### config.mk
export PLATFORM = sky130hd
export DESIGN_NAME = cache_ram_sequencer
export DESIGN_NICKNAME = d
export VERILOG_FILES = /design/src/rtl/cache_seq_pkg.sv /design/src/rtl/cache_seq_wrap_cnt.sv /design/src/rtl/cache_ram_sequencer.sv
export SDC_FILE = /design/constraint.sdc
export NUM_CORES = 1
export LEC_CHECK = 0
export BUFFER_PORTS_ARGS = -buffer_cell sky130_fd_sc_hd__buf_2
export CORE_MARGIN = 2
export CORE_UTILIZATION = 46
export DETAILED_ROUTE_END_ITERATION = 8
export PLACE_DENSITY = 0.87
export SLEW_MARGIN = 20
export SYNTH_ARGS = -nofsm -noshare
export SYNTH_HDL_FRONTEND = slang
export SYNTH_HIERARCHICAL = 1
export SYNTH_SLANG_ARGS = --single-unit
### constraint.sdc
create_clock -name i_clk -period 3.5 [get_ports i_clk]
set_input_delay 0.525 -clock i_clk [delete_from_list [all_inputs] [get_ports i_clk]]
set_output_delay 0.525 -clock i_clk [all_outputs]
set_load 0.02 [all_outputs]
### src/rtl/cache_seq_pkg.sv
// Shared types and constants for the cache way RAM write sequencer.
// Latency: n/a (types only).
// Backpressure: n/a (types only).
package cache_seq_pkg;

    typedef enum logic [1:0] {
        ST_INIT   = 2'd0,
        ST_IDLE   = 2'd1,
        ST_REFILL = 2'd2,
        ST_COMMIT = 2'd3
    } cache_seq_state_e;

    // Default geometry of one cache way.
    localparam int CSEQ_INDEX_WIDTH  = 7;
    localparam int CSEQ_OFFSET_WIDTH = 3;
    localparam int CSEQ_TAG_WIDTH    = 20;

    // Tag RAM word: valid bit on top of the tag.
    typedef struct packed {
        logic                      valid;
        logic [CSEQ_TAG_WIDTH-1:0] tag;
    } tag_entry_t;

    localparam int LINE_WORDS = 1 << CSEQ_OFFSET_WIDTH;

    // Words per line for an arbitrary offset width.
    function automatic int line_words(input int offset_width);
        return 1 << offset_width;
    endfunction

endpackage

### src/rtl/cache_seq_wrap_cnt.sv
// Loadable up-counter that wraps at 2^WIDTH, with an all-ones terminal-count flag.
// Latency: load/increment visible one cycle after the enabling edge.
// Backpressure: none; counts whenever i_inc is high.
module cache_seq_wrap_cnt #(
    parameter int WIDTH = 3
) (
    input  logic             i_clk,
    input  logic             i_rst_n,
    input  logic             i_load,
    input  logic [WIDTH-1:0] i_load_val,
    input  logic             i_inc,
    output logic [WIDTH-1:0] o_cnt,
    output logic             o_tc
);

    logic [WIDTH-1:0] r_cnt;

    // Load has priority over increment; increment wraps naturally.
    always_ff @(posedge i_clk or negedge i_rst_n) begin
        if (!i_rst_n) begin
            r_cnt <= '0;
        end else if (i_load) begin
            r_cnt <= i_load_val;
        end else if (i_inc) begin
            r_cnt <= r_cnt + 1'b1;
        end
    end

    assign o_cnt = r_cnt;
    assign o_tc  = &r_cnt;

endmodule

### src/rtl/cache_ram_sequencer.sv
// Write-port sequencer for one cache way: init sweep, line refill, set invalidate, store arbitration.
// Latency: every RAM write is issued combinationally in the cycle of its handshake.
// Backpressure: refill beats stall via o_bus_ready; stores stall via o_store_ready. Optional: CACHE_SEQ_CRITICAL_WORD_EN.
module cache_ram_sequencer
    import cache_seq_pkg::*;
#(
    parameter int INDEX_WIDTH  = CSEQ_INDEX_WIDTH,
    parameter int OFFSET_WIDTH = CSEQ_OFFSET_WIDTH,
    parameter int TAG_WIDTH    = CSEQ_TAG_WIDTH
) (
    input  logic                            i_clk,
    input  logic                            i_rst_n,
    input  logic                            i_refill_req,
    input  logic [INDEX_WIDTH-1:0]          i_refill_index,
    input  logic [TAG_WIDTH-1:0]            i_refill_tag,
    input  logic [OFFSET_WIDTH-1:0]         i_refill_offset,
    output logic                            o_refill_ack,
    output logic                            o_refill_done,
    input  logic                            i_bus_valid,
    input  logic [31:0]                     i_bus_data,
    output logic                            o_bus_ready,
    input  logic                            i_inv_req,
    input  logic [INDEX_WIDTH-1:0]          i_inv_index,
    output logic                            o_inv_ack,
    input  logic                            i_store_req,
    input  logic [INDEX_WIDTH+OFFSET_WIDTH-1:0] i_store_addr,
    input  logic [31:0]                     i_store_data,
    input  logic [3:0]                      i_store_byteen,
    output logic                            o_store_ready,
    output logic                            o_init_busy,
    output logic                            o_dram_wen,
    output logic [3:0]                      o_dram_wbyteen,
    output logic [INDEX_WIDTH+OFFSET_WIDTH-1:0] o_dram_waddr,
    output logic [31:0]                     o_dram_wdata,
    output logic                            o_tram_wen,
    output logic [INDEX_WIDTH-1:0]          o_tram_waddr,
    output logic [TAG_WIDTH:0]              o_tram_wtag
);

    localparam logic [OFFSET_WIDTH:0] LINE_CNT = (OFFSET_WIDTH+1)'(line_words(OFFSET_WIDTH));

    cache_seq_state_e          r_state;
    logic [INDEX_WIDTH-1:0]    r_index;
    logic [TAG_WIDTH-1:0]      r_tag;
    logic [OFFSET_WIDTH:0]     r_beats_left;

    logic [INDEX_WIDTH-1:0]    w_sweep_idx;
    logic                      w_sweep_tc;
    logic [OFFSET_WIDTH-1:0]   w_beat_off;
    logic                      w_unused_beat_tc;
    logic [OFFSET_WIDTH-1:0]   w_start_off;
    logic                      w_in_init;
    logic                      w_in_idle;
    logic                      w_in_refill;
    logic                      w_in_commit;
    logic                      w_refill_acc;
    logic                      w_inv_acc;
    logic                      w_beat;
    logic                      w_store_conflict;
    logic                      w_store_ready;
    logic                      w_store_wr;

`ifdef CACHE_SEQ_CRITICAL_WORD_EN
    assign w_start_off = i_refill_offset;
`else
    logic w_unused_offset;
    assign w_unused_offset = ^i_refill_offset;
    assign w_start_off     = '0;
`endif

    assign w_in_init    = (r_state == ST_INIT);
    assign w_in_idle    = (r_state == ST_IDLE);
    assign w_in_refill  = (r_state == ST_REFILL);
    assign w_in_commit  = (r_state == ST_COMMIT);
    assign w_refill_acc = w_in_idle && i_refill_req;
    assign w_inv_acc    = w_in_idle && !i_refill_req && i_inv_req;
    assign w_beat       = w_in_refill && i_bus_valid;

    // A store into the line being refilled must wait until the tag is committed.
    assign w_store_conflict = (w_in_refill || w_in_commit) &&
                              (i_store_addr[INDEX_WIDTH+OFFSET_WIDTH-1:OFFSET_WIDTH] == r_index);
    assign w_store_ready    = !w_in_init && !w_beat && !w_store_conflict;
    assign w_store_wr       = w_store_ready && i_store_req;

    cache_seq_wrap_cnt #(.WIDTH(INDEX_WIDTH)) u_sweep_cnt (
        .i_clk      (i_clk),
        .i_rst_n    (i_rst_n),
        .i_load     (1'b0),
        .i_load_val ('0),
        .i_inc      (w_in_init),
        .o_cnt      (w_sweep_idx),
        .o_tc       (w_sweep_tc)
    );

    cache_seq_wrap_cnt #(.WIDTH(OFFSET_WIDTH)) u_beat_cnt (
        .i_clk      (i_clk),
        .i_rst_n    (i_rst_n),
        .i_load     (w_refill_acc),
        .i_load_val (w_start_off),
        .i_inc      (w_beat),
        .o_cnt      (w_beat_off),
        .o_tc       (w_unused_beat_tc)
    );

    // Sequencer state: sweep, wait, collect beats, commit tag.
    always_ff @(posedge i_clk or negedge i_rst_n) begin
        if (!i_rst_n) begin
            r_state <= ST_INIT;
        end else begin
            unique case (r_state)
                ST_INIT:   if (w_sweep_tc) r_state <= ST_IDLE;
                ST_IDLE:   if (w_refill_acc) r_state <= ST_REFILL;
                ST_REFILL: if (w_beat && (r_beats_left == (OFFSET_WIDTH+1)'(1))) r_state <= ST_COMMIT;
                ST_COMMIT: r_state <= ST_IDLE;
                default:   r_state <= ST_INIT;
            endcase
        end
    end

    // Refill context captured at accept; beat count tracked independently of start offset.
    always_ff @(posedge i_clk or negedge i_rst_n) begin
        if (!i_rst_n) begin
            r_index      <= '0;
            r_tag        <= '0;
            r_beats_left <= '0;
        end else if (w_refill_acc) begin
            r_index      <= i_refill_index;
            r_tag        <= i_refill_tag;
            r_beats_left <= LINE_CNT;
        end else if (w_beat) begin
            r_beats_left <= r_beats_left - 1'b1;
        end
    end

    // Tag-port mux: sweep, refill invalidate, set invalidate, commit.
    always_comb begin
        o_tram_wen    = 1'b0;
        o_tram_waddr  = '0;
        o_tram_wtag   = '0;
        o_refill_ack  = 1'b0;
        o_inv_ack     = 1'b0;
        o_refill_done = 1'b0;
        if (w_in_init) begin
            // Held off while reset is asserted so the port is quiet in reset.
            o_tram_wen   = i_rst_n;
            o_tram_waddr = w_sweep_idx;
        end else if (w_refill_acc) begin
            o_refill_ack = 1'b1;
            o_tram_wen   = 1'b1;
            o_tram_waddr = i_refill_index;
            o_tram_wtag  = {1'b0, i_refill_tag};
        end else if (w_inv_acc) begin
            o_inv_ack    = 1'b1;
            o_tram_wen   = 1'b1;
            o_tram_waddr = i_inv_index;
        end else if (w_in_commit) begin
            o_refill_done = 1'b1;
            o_tram_wen    = 1'b1;
            o_tram_waddr  = r_index;
            o_tram_wtag   = {1'b1, r_tag};
        end
    end

    // Data-port mux: refill beats always win over stores.
    always_comb begin
        o_dram_wen     = 1'b0;
        o_dram_wbyteen = '0;
        o_dram_waddr   = '0;
        o_dram_wdata   = '0;
        if (w_beat) begin
            o_dram_wen     = 1'b1;
            o_dram_wbyteen = 4'hF;
            o_dram_waddr   = {r_index, w_beat_off};
            o_dram_wdata   = i_bus_data;
        end else if (w_store_wr) begin
            o_dram_wen     = 1'b1;
            o_dram_wbyteen = i_store_byteen;
            o_dram_waddr   = i_store_addr;
            o_dram_wdata   = i_store_data;
        end
    end

    assign o_bus_ready   = w_in_refill;
    assign o_store_ready = w_store_ready;
    assign o_init_busy   = w_in_init;

endmodule

==> metrics.yaml, run 1 <==
run_status:
  status: "finished clean"
floorplanning:
  initial_core_util: 0.474
  die_w_microns: 84.7
  rows: 29
  die_height_microns: 84.7
  dieArea_sq_mm: 0.00717
  io_pins: 203
  core_area_sq_mm: 0.00631
placement:
  place_area_sq_mm: 0.00407
  preCtsSetupSlack_ps: 816
  portBuffers: 199
  place_inst: 640
  gp_congestion: 0.916
  hpwl_mm: 8.56
layout:
  final_layout_size_suffix_gt1_frac: 0.396
  areaGrowthSynthToFinish_pct: 38.6
  num_antenna_cells: 0
  fill_cells: 555
  fin_nets: 700
  multi_input_area_sq_mm: 0.00177
  instances_no_fill: 648
  sequential_cell_area_sq_mm: 0.00108
  fin_util: 0.658
  design_area_sq_mm: 0.00415
  layout_commonest_cell: "buf_2"
  final_cell_mix: "buf_2, nand2_1, a22o_1, dfrtp_1, a21oi_1"
synth:
  synthCells: 368
  yosysWarnings: 6
  synth.distinct_cells: 36
  netlist_area_sq_mm: 0.00300
  yosysSeqAreaShare: 0.359
  synth_ff_type: "dfrtp_1"
  synth-seq-cells: 43
  async_reset_ff_frac: 1.00
  avgSynthCellArea_sq_um: 8.14
  synth_edf_count: 0
setup_path:
  slowest_stage: "inv_1"
  critPathMaxFanout: 26
  required_ps: 2970
  path_cells: "inv_1, ha_1, nand2_1, inv_1, nand2_1, a21oi_1, buf_2"
  start_kind: "register"
  arrival_ps: 2480
  crit_type: "reg -> out"
  end_kind: "output port"
  slowest_delay_ps: 590
sta:
  relSlewSlack: 0.486
  tightest_slew_ps: 771
  setup_viol: 0
  clock.fmax_ghz: 0.333
  rsz0062_at_grt: "false"
  finalMaxSlewViolations: 0
  whs_ps: 326
  final-hold-violation-count: 0
  setup_ws_ps: 497
  post-route-period-util: 0.858
  tns_ps: 0
  fin_crit_ps: 3000
  skew_ps: 7.08
drt:
  drc: 0
  firstDrtPassIters: 4
  via_per_inst: 5.40
  drt.antenna.violating_nets: 0
  wl_per_cell_microns: 16.7
  wl_mm: 10.8
  drt_iter0_drc: 234
  vias: 3497
clock_network:
  cts.clk_slew.worst_paths_ps: 80
  postCtsSetupBuffers: 0
  cts_sinks: 43
  htreeDepth: 2
  clockRootBuffer: "clkbuf_8"
  cts_tree: "built"
  postCtsHoldBufs: 0
  clk_latency_ps: 290
  cts_resized: 0
  numCtsBuffers: 5
  cts_buffer_depth: 2
global_routing:
  use_met3: 0.0855
  grt_first_pass_wirelength_mm: 16.6
  antenna_found_initial: 1
  grt.met2_usage: 0.509
  busiest_layer: "met2"
  grt.overflow.total: 0
  grt_max_degree: 48
  grtUsageMet1: 0.356
  grt_pass1_vias: 3330
  grt_use_total: 0.293
power_and_ir_drop:
  cellLeakagePower_nw: 2.37
  powerDensity_mw_per_mm2: 794
  vdd_drop_max_mv: 0.443
  total_power_mw: 3.30
job:
  maxCapViolCount: 0
min_path:
  min_path_type: "in -> async"
power by group:
part           total [mW]  switching [mW]  internal, mW
Clock               0.306           0.170         0.137
Combinational        2.11            1.36         0.749
Sequential          0.880           0.178         0.702
Total                3.30            1.71          1.59
cell usage after synthesis, types with 2 or more instances:
| cell type | instances | share of area |
|---|---|---|
| nand3_1 | 5 | 0.0084 |
| o21ai_0 | 6 | 0.010 |
| buf_6 | 4 | 0.015 |
| o21ai_1 | 6 | 0.010 |
| nor2b_1 | 5 | 0.010 |
| nand2_1 | 120 | 0.15 |
| ha_1 | 9 | 0.038 |
| nor2_1 | 8 | 0.010 |
| inv_1 | 14 | 0.018 |
| xor2_1 | 11 | 0.032 |
| a22o_2 | 2 | 0.0067 |
| buf_2 | 6 | 0.010 |
| a221oi_1 | 7 | 0.020 |
| a22o_1 | 47 | 0.14 |
| mux2i_1 | 4 | 0.013 |
| dfrtp_1 | 43 | 0.36 |
| xnor2_1 | 4 | 0.012 |
| buf_4 | 3 | 0.0075 |
| or4_1 | 2 | 0.0050 |
| a21oi_1 | 29 | 0.048 |
| clkbuf_1 | 14 | 0.018 |
| nor4_4 | 2 | 0.014 |
| a31o_2 | 4 | 0.012 |
cell type report:
class | count | share of cell area
multi-input combinational | 298 | 0.427
sequential | 43 | 0.259
timing repair buffer | 207 | 0.257
tap | 77 | 0.0232
clock buffer | 5 | 0.0166
inverter | 15 | 0.0136
clock inverter | 3 | 0.00362
layer usage:
layer,part of all wire,up-vias
met2,0.49,182
li1,-,1663
met5,0,-
met3,0.10,15
met1,0.39,1637
met4,0.021,0
cells by family after synthesis:
logic type / share of synthesized area
simple gates: 0.216
flops: 0.359
other cells: 0.00125
compound gates: 0.259
buf+inv: 0.0702
xor+xnor: 0.0439
fa+ha+maj: 0.0376
mux: 0.0134
flip-flops by register name (all words and copies together), names as in the netlist:
register / count
r_index: 7
r_beats_left: 4
u_sweep_cnt/o_cnt: 7
u_beat_cnt/o_cnt: 3
r_state: 2
r_tag: 20
path summary, 6_finish.rpt:
| check | start | end | slack [ps] | cells past startpoint |
|---|---|---|---|---|
| min | i_rst_n | r_index[6] | 330 | 2 |
| min in group i_clk | i_refill_tag[6] | r_tag[6] | 440 | 3 |
| max | r_state[1] | o_tram_wtag[0] | 500 | 7 |
| min reg2reg | r_tag[19] | r_tag[19] | 480 | 2 |
| max reg2reg | r_state[1] | u_beat_cnt/o_cnt[1] | 1330 | 6 |
| max in group asynchronous | i_rst_n | r_tag[18] | 2800 | 2 |
worst max-delay path, delay by kind of cell (launching register included):
kind            cells  cell delay, ps
buf+inv             3             880
fa+ha+maj           1             420
flops               1             400
simple gates        2             310
compound gates      1             180
Note: power is estimated with default switching activity, not from simulation.
==> inputs of run 2 (changes only) <==
--- a/config.mk
+++ b/config.mk
@@ -5,11 +5,13 @@
 export SDC_FILE = /design/constraint.sdc
 export NUM_CORES = 1
 export LEC_CHECK = 0
-export BUFFER_PORTS_ARGS = -buffer_cell sky130_fd_sc_hd__buf_2
-export CORE_MARGIN = 2
-export CORE_UTILIZATION = 46
+export ABC_AREA = 1
+export CORE_AREA = 2 2 80 82
 export DETAILED_ROUTE_END_ITERATION = 8
-export PLACE_DENSITY = 0.87
+export DIE_AREA = 0 0 82 84
+export DONT_BUFFER_PORTS = 1
+export HOLD_SLACK_MARGIN = 0.05
+export PLACE_DENSITY = 0.71
 export SLEW_MARGIN = 20
 export SYNTH_ARGS = -nofsm -noshare
 export SYNTH_HDL_FRONTEND = slang
==> run 2 against run 1 <==
  * Global-route usage shrank 2.2 points
  * Flip-flop and latch count is the same
  * Sequential share of layout area grew 4.6 points
  * First-iteration DRC count shrank 34%
  * Synthesized cell count grew 40%
  * Highest routed layer unchanged
==> metrics.yaml, run 2 <==
run_status:
  status: "finished clean"
clock_network:
  cts_buffer_depth: 2  # unchanged
  cts_resized: 0  # unchanged
  clk_latency_ps: 300  # about the same
  cts_tree: "built"
  cts_sinks: 43  # unchanged
  htreeDepth: 2  # unchanged
  cts.clk_slew.worst_paths_ps: 90  # about the same
  clockRootBuffer: "clkbuf_8"
  numCtsBuffers: 5  # unchanged
global_routing:
  grt_first_pass_wirelength_mm: 14.5  # -13%
  grt.overflow.total: 0  # unchanged
  grt_max_degree: 48  # unchanged
  grt_use_total: 0.271  # -0.0221
  grt_pass1_vias: 3013  # -9.5%
  antenna_found_initial: 0  # -1
sta:
  clock.fmax_ghz: 0.332  # -0.40%
  skew_ps: 9.23  # +2.14 ps
  tns_ps: 0  # unchanged
  finalMaxSlewViolations: 0  # unchanged
  fin_crit_ps: 3020  # +12.2 ps
  final-hold-violation-count: 0  # unchanged
  post-route-period-util: 0.862  # +0.00349
  tightest_slew_ps: 559  # -212 ps
  relSlewSlack: 0.627  # +0.142
  setup_viol: 0  # unchanged
  rsz0062_at_grt: "false"
power_and_ir_drop:
  cellLeakagePower_nw: 1.87  # -21%
  powerDensity_mw_per_mm2: 912  # +15%
  vdd_drop_max_mv: 0.566  # +28%
layout:
  areaGrowthSynthToFinish_pct: 5.46
  final_cell_mix: "nand2_1, nand4_1, dfrtp_1, inv_1, a21oi_1"
  final_layout_size_suffix_gt1_frac: 0.0682  # -0.328
  fin_nets: 642  # -8.3%
  max_flop_register: "r_tag"
  largest_reg_flops: 20  # unchanged
  fin_util: 0.579  # -0.0791
  layout_commonest_cell: "nand2_1"
  num_antenna_cells: 0  # unchanged
setup_path:
  end_kind: "output port"
  arrival_ps: 2490  # about the same
  start_kind: "register"
  crit_type: "reg -> out"
  required_ps: 2970  # about the same
  critPathMaxFanout: 32  # +23%
drt:
  drt_iter0_drc: 154  # -34%
  drt.antenna.violating_nets: 0  # unchanged
  vias: 3398  # -2.8%
  wl_mm: 9.48  # -13%
  wl_per_cell_microns: 16.1  # -4.0%
  via_per_inst: 5.76  # +6.7%
  firstDrtPassIters: 5  # +1
  drc: 0  # unchanged
floorplanning:
  core_area_sq_mm: 0.00610  # -3.4%
  dieArea_sq_mm: 0.00689  # -4.0%
  die_height_microns: 84  # -0.82%
  rows: 29  # unchanged
  io_pins: 203  # unchanged
  die_w_microns: 82  # -3.2%
  initial_core_util: 0.549  # +0.0742
synth:
  synth_edf_count: 0  # unchanged
  async_reset_ff_frac: 1.00  # unchanged
  synth_top_family_by_area: "simple AND/OR/NAND/NOR gates"
  synthMuxAreaShare: 0  # -0.0134
  synth_compound_area_frac: 0.109  # -0.150
  netlist_area_sq_mm: 0.00334  # +12%
  yosysWarnings: 6  # unchanged
  yosys.area_share.simple: 0.425  # +0.209
  synth.area.top_cells: "dfrtp_1, nand2_1, nand4_1"
  yosysTopAreaCellShare: 0.322  # -0.0375
  synth-seq-cells: 43  # unchanged
  synth-xor-area-share: 0.00524  # -0.0386
  yosysTopAreaCell: "dfrtp_1"
  yosys.area_share.adder: 0.0337  # -0.00392
  yosysSeqAreaShare: 0.322  # -0.0375
  synth.most_common_cell: "nand2_1"
  synth_ff_type: "dfrtp_1"
  avgSynthCellArea_sq_um: 6.48  # -20%
  synth.distinct_cells: 32  # -11%
  synthCells: 516  # +40%
  synth_commonest_cells: "nand2_1, nand4_1, dfrtp_1"
placement:
  hpwl_mm: 7.01  # -18%
  gp_congestion: 0.873  # -4.7%
  portBuffers: 0  # -100%
min_path:
  min_path_type: "in -> reg"
job:
  maxCapViolCount: 0  # unchanged
==> run 2: changes by cell type in the layout (fill, tap and decap cells not counted), sizes merged, moves of 21 or more <==
cell,before,now
nand3,5,26
nand2,120,223
buf,207,12
nand4,2,47
inv,14,38
nor2,8,29
a22o,49,0
==> run 2: worst max-delay path: stages (launching register included) <==
cell	delay [ps]
dfrtp_1	420
inv_1	110
ha_1	380
nor2_1	80
nor2_1	110
nand2_1	60
nor2_1	120
nand2_1	350
buf_12	310
nand4_1	80
nand2_1	180
==> run 2: per-layer routing <==
layer  vias to the layer above  track usage  part of all wire
li1                       1674            -                 -
met1                      1558        0.335              0.41
met2                       143        0.451              0.49
met3                        23       0.0703             0.084
met4                         0       0.0924             0.022
met5                         -            0                 0
==> run 2: cell type report <==
class                   count  area, sq um
fillers                   597         2570
multi-input cells         410         1960
flip-flops and latches     43         1080
inverters                  39          146
repair buffers             13          133
well taps                  77         96.3
clock buffers               5         68.8
clock inverters             3         43.8
==> run 2: per-stage QoR <==
| step | hold WS [ps] | cell area [sq um] | total power [mW] | instances | setup slack [ps] |
|---|---|---|---|---|---|
| 6_report | 375 | 3530 | 3.22 | 590 | 485 |
| 5_1_grt | 365 | 3530 | 3.50 | 590 | 267 |
| 4_1_cts | 56.1 | 3520 | 3.23 | 589 | 488 |
| 3_5_place_dp | 230 | 3380 | 2.81 | 580 | 836 |
| 3_3_place_gp | 230 | 3380 | 2.76 | 580 | 886 |
| 2_1_floorplan | 229 | 3380 | 2.47 | 526 | 1220 |
==> run 2: kinds of logic (layout without fill, tap and decap cells) <==
logic type | Yosys count | count (layout)
xor+xnor | 2 | 2
buf+inv | 73 | 60
simple gates | 327 | 327
other cells | 1 | 11
fa+ha+maj | 9 | 9
flops | 43 | 43
compound gates | 61 | 61
==> run 2: worst paths after layout <==
| path | startpoint | endpoint | slack [ps] | cells past startpoint |
|---|---|---|---|---|
| max | r_state[0] | o_dram_wdata[16] | 480 | 10 |
| min | i_refill_tag[2] | r_tag[2] | 380 | 2 |
| max reg2reg | r_state[0] | r_state[1] | 1380 | 10 |
| min reg2reg | r_tag[9] | r_tag[9] | 480 | 2 |
| max in group asynchronous | i_rst_n | r_state[0] | 2570 | 2 |
| min in group asynchronous | i_rst_n | r_index[6] | 700 | 2 |
==> run 2: where the power goes <==
part           switching (mW)  total [mW]  internal, mW
Clock                   0.185       0.398         0.213
Combinational            1.43        1.94         0.516
Sequential              0.159       0.874         0.716
Total                    1.77        3.22          1.44
==> run 2: what timing repair did <==
item	4_1_cts	5_1_grt
hold buffers	1	1
endpoints found under the hold margin	43	1
setup buffers	0	0
